$ cat src/rtl/uart_tx_sched_pkg.sv
// Shared definitions for the uart_tx byte scheduler: FSM encodings,
// parameter defaults and a one-hot to index helper.
package uart_tx_sched_pkg;

    typedef logic [2:0] state_t;

    localparam state_t S_IDLE      = 3'd0;
    localparam state_t S_ARB       = 3'd1;
    localparam state_t S_LOAD      = 3'd2;
    localparam state_t S_WAIT_ACT  = 3'd3;
    localparam state_t S_WAIT_DONE = 3'd4;
    localparam state_t S_GAP       = 3'd5;

    localparam int DEF_N_REQ    = 4;
    localparam int DEF_GAP_CLKS = 16;
    localparam int DEF_ACT_TMO  = 64;
    localparam int DEF_MAX_PKT  = 255;

    function automatic logic [2:0] oh2idx(input logic [7:0] oh);
        logic [2:0] idx;
        idx = '0;
        for (int i = 0; i < 8; i++)
            if (oh[i]) idx = 3'(i);
        return idx;
    endfunction

endpackage

$ cat src/rtl/uart_tx_sched_rr_arbiter.sv
// Combinational round-robin picker: first requester at or after ptr+1
// (mod N_REQ), returned one-hot.
module uart_tx_sched_rr_arbiter #(
    parameter int N_REQ = 4,
    parameter int PTR_W = $clog2(N_REQ)
)(
    input  logic [N_REQ-1:0] i_req,
    input  logic [PTR_W-1:0] i_ptr,
    output logic [N_REQ-1:0] o_grant,
    output logic             o_valid
);

    logic [PTR_W-1:0] w_start;
    logic [N_REQ-1:0] w_rot;
    logic [N_REQ-1:0] w_rot_gnt;

    assign w_start = (i_ptr == PTR_W'(N_REQ - 1)) ? '0 : i_ptr + PTR_W'(1);

    // Rotate so the search start sits at bit 0, isolate the lowest set bit,
    // then rotate the winner back into requester order.
    assign w_rot     = N_REQ'({i_req, i_req} >> w_start);
    assign w_rot_gnt = w_rot & (~w_rot + N_REQ'(1));
    assign o_grant   = N_REQ'(({w_rot_gnt, w_rot_gnt} << w_start) >> N_REQ);
    assign o_valid   = |i_req;

endmodule

$ cat src/rtl/uart_tx_sched.sv
// Packet-locked round-robin scheduler feeding one shared uart_tx; paces each
// byte on the slow Active/Done strobes and aborts if Active never shows up.
module uart_tx_sched
    import uart_tx_sched_pkg::*;
#(
    parameter int N_REQ    = DEF_N_REQ,
    parameter int GAP_CLKS = DEF_GAP_CLKS,
    parameter int ACT_TMO  = DEF_ACT_TMO,
    parameter int MAX_PKT  = DEF_MAX_PKT
)(
    input  logic               osc_clk,
    input  logic               i_Rst,
    input  logic [N_REQ-1:0]   i_Req_Valid,
    input  logic [8*N_REQ-1:0] i_Req_Byte,
    input  logic [N_REQ-1:0]   i_Req_Last,
    output logic [N_REQ-1:0]   o_Req_Ready,
    output logic [N_REQ-1:0]   o_Grant,
    output logic               o_Tx_DV,
    output logic [7:0]         o_Tx_Byte,
    input  logic               i_Tx_Active,
    input  logic               i_Tx_Done,
    output logic               o_Busy,
    output logic               o_Err_Tmo
);

    localparam int PTR_W = $clog2(N_REQ);
    localparam int TMO_W = $clog2(ACT_TMO + 1);
    localparam int GAP_W = $clog2(GAP_CLKS + 1);
    localparam int PKT_W = (MAX_PKT > 0) ? $clog2(MAX_PKT + 1) : 1;

    state_t           r_state;
    logic [N_REQ-1:0] r_grant;
    logic [PTR_W-1:0] r_ptr;
    logic             r_tx_dv;
    logic [7:0]       r_tx_byte;
    logic             r_last;
    logic [TMO_W-1:0] r_tmo_cnt;
    logic [GAP_W-1:0] r_gap_cnt;
    logic [PKT_W-1:0] r_pkt_cnt;
    logic             r_done_q;
    logic             r_err_tmo;

    logic [N_REQ-1:0] w_arb_gnt;
    logic             w_arb_vld;
    logic [7:0]       w_own_byte;
    logic             w_own_valid;
    logic             w_own_last;
    logic [PTR_W-1:0] w_own_idx;
    logic             w_lock;
    logic             w_pkt_full;

    uart_tx_sched_rr_arbiter #(
        .N_REQ (N_REQ),
        .PTR_W (PTR_W)
    ) u_rr_arbiter (
        .i_req   (i_Req_Valid),
        .i_ptr   (r_ptr),
        .o_grant (w_arb_gnt),
        .o_valid (w_arb_vld)
    );

    always_comb begin
        w_own_byte = '0;
        for (int k = 0; k < N_REQ; k++)
            if (r_grant[k]) w_own_byte = i_Req_Byte[8*k +: 8];
    end

    assign w_own_valid = |(i_Req_Valid & r_grant);
    assign w_own_last  = |(i_Req_Last & r_grant);
    assign w_own_idx   = PTR_W'(oh2idx(8'(r_grant)));
    assign w_lock      = |r_grant;
    assign w_pkt_full  = (MAX_PKT != 0) && (r_pkt_cnt == PKT_W'(MAX_PKT - 1));

    always_ff @(posedge osc_clk) begin
        if (i_Rst) begin
            r_state   <= S_IDLE;
            r_grant   <= '0;
            r_ptr     <= '0;
            r_tx_dv   <= 1'b0;
            r_tx_byte <= '0;
            r_last    <= 1'b0;
            r_tmo_cnt <= '0;
            r_gap_cnt <= '0;
            r_pkt_cnt <= '0;
            r_done_q  <= 1'b0;
            r_err_tmo <= 1'b0;
        end else begin
            r_done_q  <= i_Tx_Done;
            r_err_tmo <= 1'b0;
            case (r_state)
                S_IDLE: begin
                    if (w_lock) begin
                        if (w_own_valid) r_state <= S_LOAD;
                    end else if (|i_Req_Valid) begin
                        r_state <= S_ARB;
                    end
                end
                S_ARB: begin
                    if (w_arb_vld) begin
                        r_grant <= w_arb_gnt;
                        r_state <= S_LOAD;
                    end else begin
                        r_state <= S_IDLE;
                    end
                end
                S_LOAD: begin
                    r_tx_byte <= w_own_byte;
                    r_last    <= w_own_last;
                    r_tx_dv   <= 1'b1;
                    r_tmo_cnt <= '0;
                    r_state   <= S_WAIT_ACT;
                end
                S_WAIT_ACT: begin
                    if (i_Tx_Active) begin
                        r_tx_dv <= 1'b0;
                        r_state <= S_WAIT_DONE;
                    end else if (r_tmo_cnt == TMO_W'(ACT_TMO - 1)) begin
                        // Abort drops the lock and moves the pointer past the stuck owner.
                        r_tx_dv   <= 1'b0;
                        r_err_tmo <= 1'b1;
                        r_grant   <= '0;
                        r_ptr     <= w_own_idx;
                        r_pkt_cnt <= '0;
                        r_state   <= S_IDLE;
                    end else begin
                        r_tmo_cnt <= r_tmo_cnt + TMO_W'(1);
                    end
                end
                S_WAIT_DONE: begin
                    // Done is held high for many cycles; only its rising edge ends the byte.
                    if (i_Tx_Done && !r_done_q) begin
                        r_gap_cnt <= '0;
                        r_state   <= S_GAP;
                    end
                end
                S_GAP: begin
                    if (r_gap_cnt == GAP_W'(GAP_CLKS - 1)) begin
                        if (r_last || w_pkt_full) begin
                            r_grant   <= '0;
                            r_ptr     <= w_own_idx;
                            r_pkt_cnt <= '0;
                        end else begin
                            r_pkt_cnt <= r_pkt_cnt + PKT_W'(1);
                        end
                        r_state <= S_IDLE;
                    end else begin
                        r_gap_cnt <= r_gap_cnt + GAP_W'(1);
                    end
                end
                default: r_state <= S_IDLE;
            endcase
        end
    end

    assign o_Req_Ready = (r_state == S_LOAD) ? r_grant : '0;
    assign o_Grant     = r_grant;
    assign o_Tx_DV     = r_tx_dv;
    assign o_Tx_Byte   = r_tx_byte;
    assign o_Busy      = (r_state != S_IDLE) || w_lock;
    assign o_Err_Tmo   = r_err_tmo;

endmodule

$ cat config.mk
export PLATFORM = sky130hd
export DESIGN_NAME = uart_tx_sched
export DESIGN_NICKNAME = d
export VERILOG_FILES = /design/src/rtl/uart_tx_sched_pkg.sv /design/src/rtl/uart_tx_sched_rr_arbiter.sv /design/src/rtl/uart_tx_sched.sv
export SDC_FILE = /design/constraint.sdc
export NUM_CORES = 1
export LEC_CHECK = 0
export BUFFER_PORTS_ARGS = -buffer_cell sky130_fd_sc_hd__buf_2
export CORE_UTILIZATION = 38
export CTS_CLUSTER_SIZE = 25
export DETAILED_ROUTE_END_ITERATION = 16
export PLACE_DENSITY = 0.71
export SETUP_SLACK_MARGIN = 0.15
export SYNTH_ARGS = -nofsm -noshare
export SYNTH_HDL_FRONTEND = slang
export SYNTH_HIERARCHICAL = 1
export SYNTH_SLANG_ARGS = --single-unit
$ cat constraint.sdc
create_clock -name osc_clk -period 2.3 [get_ports osc_clk]
set_clock_uncertainty 0.2 [all_clocks]
set_input_delay 0.23 -clock osc_clk [delete_from_list [all_inputs] [get_ports osc_clk]]
set_output_delay 0.23 -clock osc_clk [all_outputs]
set_load 0.02 [all_outputs]
==> impl_metrics.py <==
metrics = {
    "setup_path": {
        "worstRegToRegCells": 6,
        "rr_endpoint": "r_pkt_cnt[4]",
        "worstSetupEndpointType": "flip-flop",
        "path_max_fanout": 4,
        "startpoint_type": "flip-flop",
        "crit-reg2reg-launch": "r_tmo_cnt[0]",
        "path_class": "reg -> reg",
        "worstPathArrival_ns": 2.28,
        "rrSetupSlack_ns": 0.06,
        "critPathRequiredTime_ns": 2.33,
    },
    "power": {
        "power_uw": 2540,
        "p_leak_uw": 0.00129,
        "vdd_drop_max_mv": 0.434,
        "power_density_mw_per_mm2": 808,
    },
    "yosys": {
        "yosysUniqueCellTypes": 54,
        "synth_top_area_cell": "dfxtp_1",
        "syn_avg_cell_area_sq_um": 8.00,
        "syn_nets": 348,
        "synth_compound_area_frac": 0.266,
        "synthAdderAreaFrac": 0.0315,
        "synth_top_area_frac": 0.344,
        "synth_seq_cells": 41,
        "ys.flop_type": "dfxtp_1",
        "synth_area_sq_mm": 0.00238,
        "yosysSeqAreaShare": 0.344,
        "synth.area.mux_share": 0.0215,
        "post_synth_and_or_nand_nor_area_fraction": 0.290,
        "netlist_top_cells_area": "dfxtp_1 (34%), nor2_1 (6.5%), a22oi_1 (4.1%)",
        "ys_warn_count": 6,
        "synthCells": 298,
        "synthXorXnorAreaFrac": 0,
        "synth_top_family_by_area": "simple AND/OR/NAND/NOR gates",
        "ys_async_sr_fraction": 0,
        "synth_edf_count": 0,
    },
    "global_route": {
        "antenna_found_initial": 0,
        "first_global_vias": 2339,
        "grt_pass1_wl_microns": 10500,
        "gr-total-overflow": 0,
        "grt_max_degree": 36,
        "grt_usage": 0.207,
    },
    "clock_tree": {
        "cts.clk_slew.worst_paths_ns": 0.09,
        "cts_buffers": 5,
        "tritoncts": "yes",
        "clk_path_buf_depth": 2,
        "htreeDepth": 2,
        "root_buffer": "clkbuf_8",
        "clock-sinks": 41,
        "clkLatencyLatePin_ns": 0.30,
    },
    "job": {
        "cap_violations": 0,
    },
    "floorplanning": {
        "die_w_microns": 81.2,
        "start_util": 0.398,
        "die-area_sq_mm": 0.00659,
        "rows": 28,
        "die_h_microns": 81.2,
        "core_area_sq_mm": 0.00599,
        "io_pins": 63,
    },
    "cells_and_area": {
        "nets": 424,
        "antenna_cells_inserted": 0,
        "area_growth_syn_to_layout_pct": 32.1,
        "drive_gt1_frac": 0.339,
        "final_util": 0.526,
    },
    "routing": {
        "drc_errors": 0,
        "drtIter0Drc": 109,
        "wl_microns": 6440,
        "drt-pass1-iter-count": 5,
        "vias": 2522,
        "drtAntennaViolNets": 0,
        "vias_per_cell": 5.60,
        "wire_per_inst_microns": 14.3,
    },
    "timing": {
        "rsz0062_at_grt": "yes",
        "relSlewSlack": 0.603,
        "fin_crit_sh": 0.974,
        "timing.final.ws_setup_ns": 0.0592,
        "tns_ns": 0,
        "hold-worst-slack_ns": 0.0172,
        "hold_viol": 0,
        "slew_violations": 0,
        "tightest_slew_ns": 0.591,
        "period_needed_ns": 2.24,
        "setup_viol": 0,
        "clock.fmax_ghz": 0.446,
    },
    "place": {
        "place_ws_ns": 0.0328,
        "dp_hpwl_microns": 4540,
        "port_buffers": 62,
        "place.gp.congestion": 0.808,
    },
    "min_path": {
        "min_to": "r_state[2]",
        "hp-start": "i_Tx_Active",
        "hold_depth": 3,
        "hp-class": "in -> reg",
    },
    "outcome": {
        "status": "finished, final reports clean",
    },
}
[sequential cells by signal (all words and copies together) (netlist names)]
register   flops
r_ptr          2
o_Err_Tmo      1
r_done_q       1
r_gap_cnt      5
r_tmo_cnt      7
r_last         1
r_state        3
o_Tx_DV        1
o_Tx_Byte      8
r_pkt_cnt      8
o_Grant        4
[logic make-up (layout without fill, tap and decap cells)]
kind of cell,Yosys count,in the layout
and+or+nand+nor,131,131
muxes,5,5
buffers and inverters,26,103
adders and majority gates,6,6
AOI/OAI and AO/OA,89,89
DFF,41,41
[worst max path at each step]
stage / start / endpoint / slack [ns] / depth (start not counted)
final: r_tmo_cnt[0] / r_pkt_cnt[4] / 0.06 / 6
after global routing: r_tmo_cnt[0] / r_pkt_cnt[4] / 0.008 / 6
after CTS: r_tmo_cnt[1] / r_pkt_cnt[4] / 0.1 / 6
after detailed placement: r_tmo_cnt[0] / r_pkt_cnt[4] / 0.03 / 6
after global placement: r_tmo_cnt[1] / r_pkt_cnt[4] / 0.07 / 6
after floorplan: r_tmo_cnt[1] / r_pkt_cnt[4] / 0.1 / 6
[cell usage after synthesis (all sizes together), types with 5 or more instances]
cell type	n
a211oi	12
a21oi	16
a221oi	8
a22oi	13
a311oi	5
and2	6
buf	6
clkbuf	11
dfxtp	41
ha	6
inv	9
nand2	19
nand3	10
nor2	41
nor2b	7
nor3	13
o21ai	15
or3	5
[cell usage in the layout (no fill, tap or decap), types with 3 or more instances in the layout]
cell,instances
a21oi_1,14
nor3_2,4
dfxtp_2,7
o21ai_1,5
and3_1,3
a311oi_1,5
nand4_1,3
nand2_1,19
or3_1,4
inv_1,9
a22oi_1,13
o21ai_0,10
mux2i_1,3
or4_1,3
o31a_1,3
nor2b_1,5
a211oi_1,12
clkbuf_8,5
ha_2,3
nor3_1,9
dfxtp_1,34
nor2_1,39
nand3_1,8
buf_2,63
a221oi_1,8
nand2b_1,4
buf_4,20
and2_1,6
a31oi_1,3
[per-stage QoR]
step / area [sq um] / cells
floorplan: 2410 / 298
CTS: 3060 / 447
detailed placement: 2870 / 435
finish: 3150 / 450
global route: 3150 / 450
global placement: 2870 / 435
[power breakdown]
part | internal (uW) | switching (uW) | total (uW)
clock network | 437 | 274 | 711
registers | 797 | 71.1 | 868
logic | 397 | 569 | 966
total | 1630 | 914 | 2540
[layout make-up]
| cell class | instances | area, sq um |
|---|---|---|
| clock buffer | 5 | 68.8 |
| multi-input combinational | 231 | 1560 |
| fill | 561 | 2840 |
| tap | 75 | 93.8 |
| clock inverter | 3 | 68.8 |
| inverter | 9 | 33.8 |
| timing repair buffer | 86 | 498 |
| sequential | 41 | 830 |
[worst max-delay path: stages (launching register included)]
cell and delay, ns:
dfxtp_2 0.36, ha_4 0.15, nand3_4 0.07, o41a_1 0.44
or3_4 0.40, or4_4 0.42, a21oi_2 0.12
[routing by layer]
| layer | routed length (microns) | global-route usage | vias up |
|---|---|---|---|
| met5 | 0 | 0 | - |
| met3 | 336 | 0.0416 | 5 |
| met1 | 2840 | 0.249 | 1163 |
| met4 | 79 | 0.0679 | 0 |
| li1 | - | - | 1266 |
| met2 | 3190 | 0.366 | 88 |
[timing repair]
item,CTS,global route
hold buffers,1,0
hold endpoints to repair,1,0
setup endpoints to repair,12,18
pin swaps,1,6
buffers inserted,3,2
gates resized for setup,6,24
cloned,0,1
(Power assumes the default switching activity.)
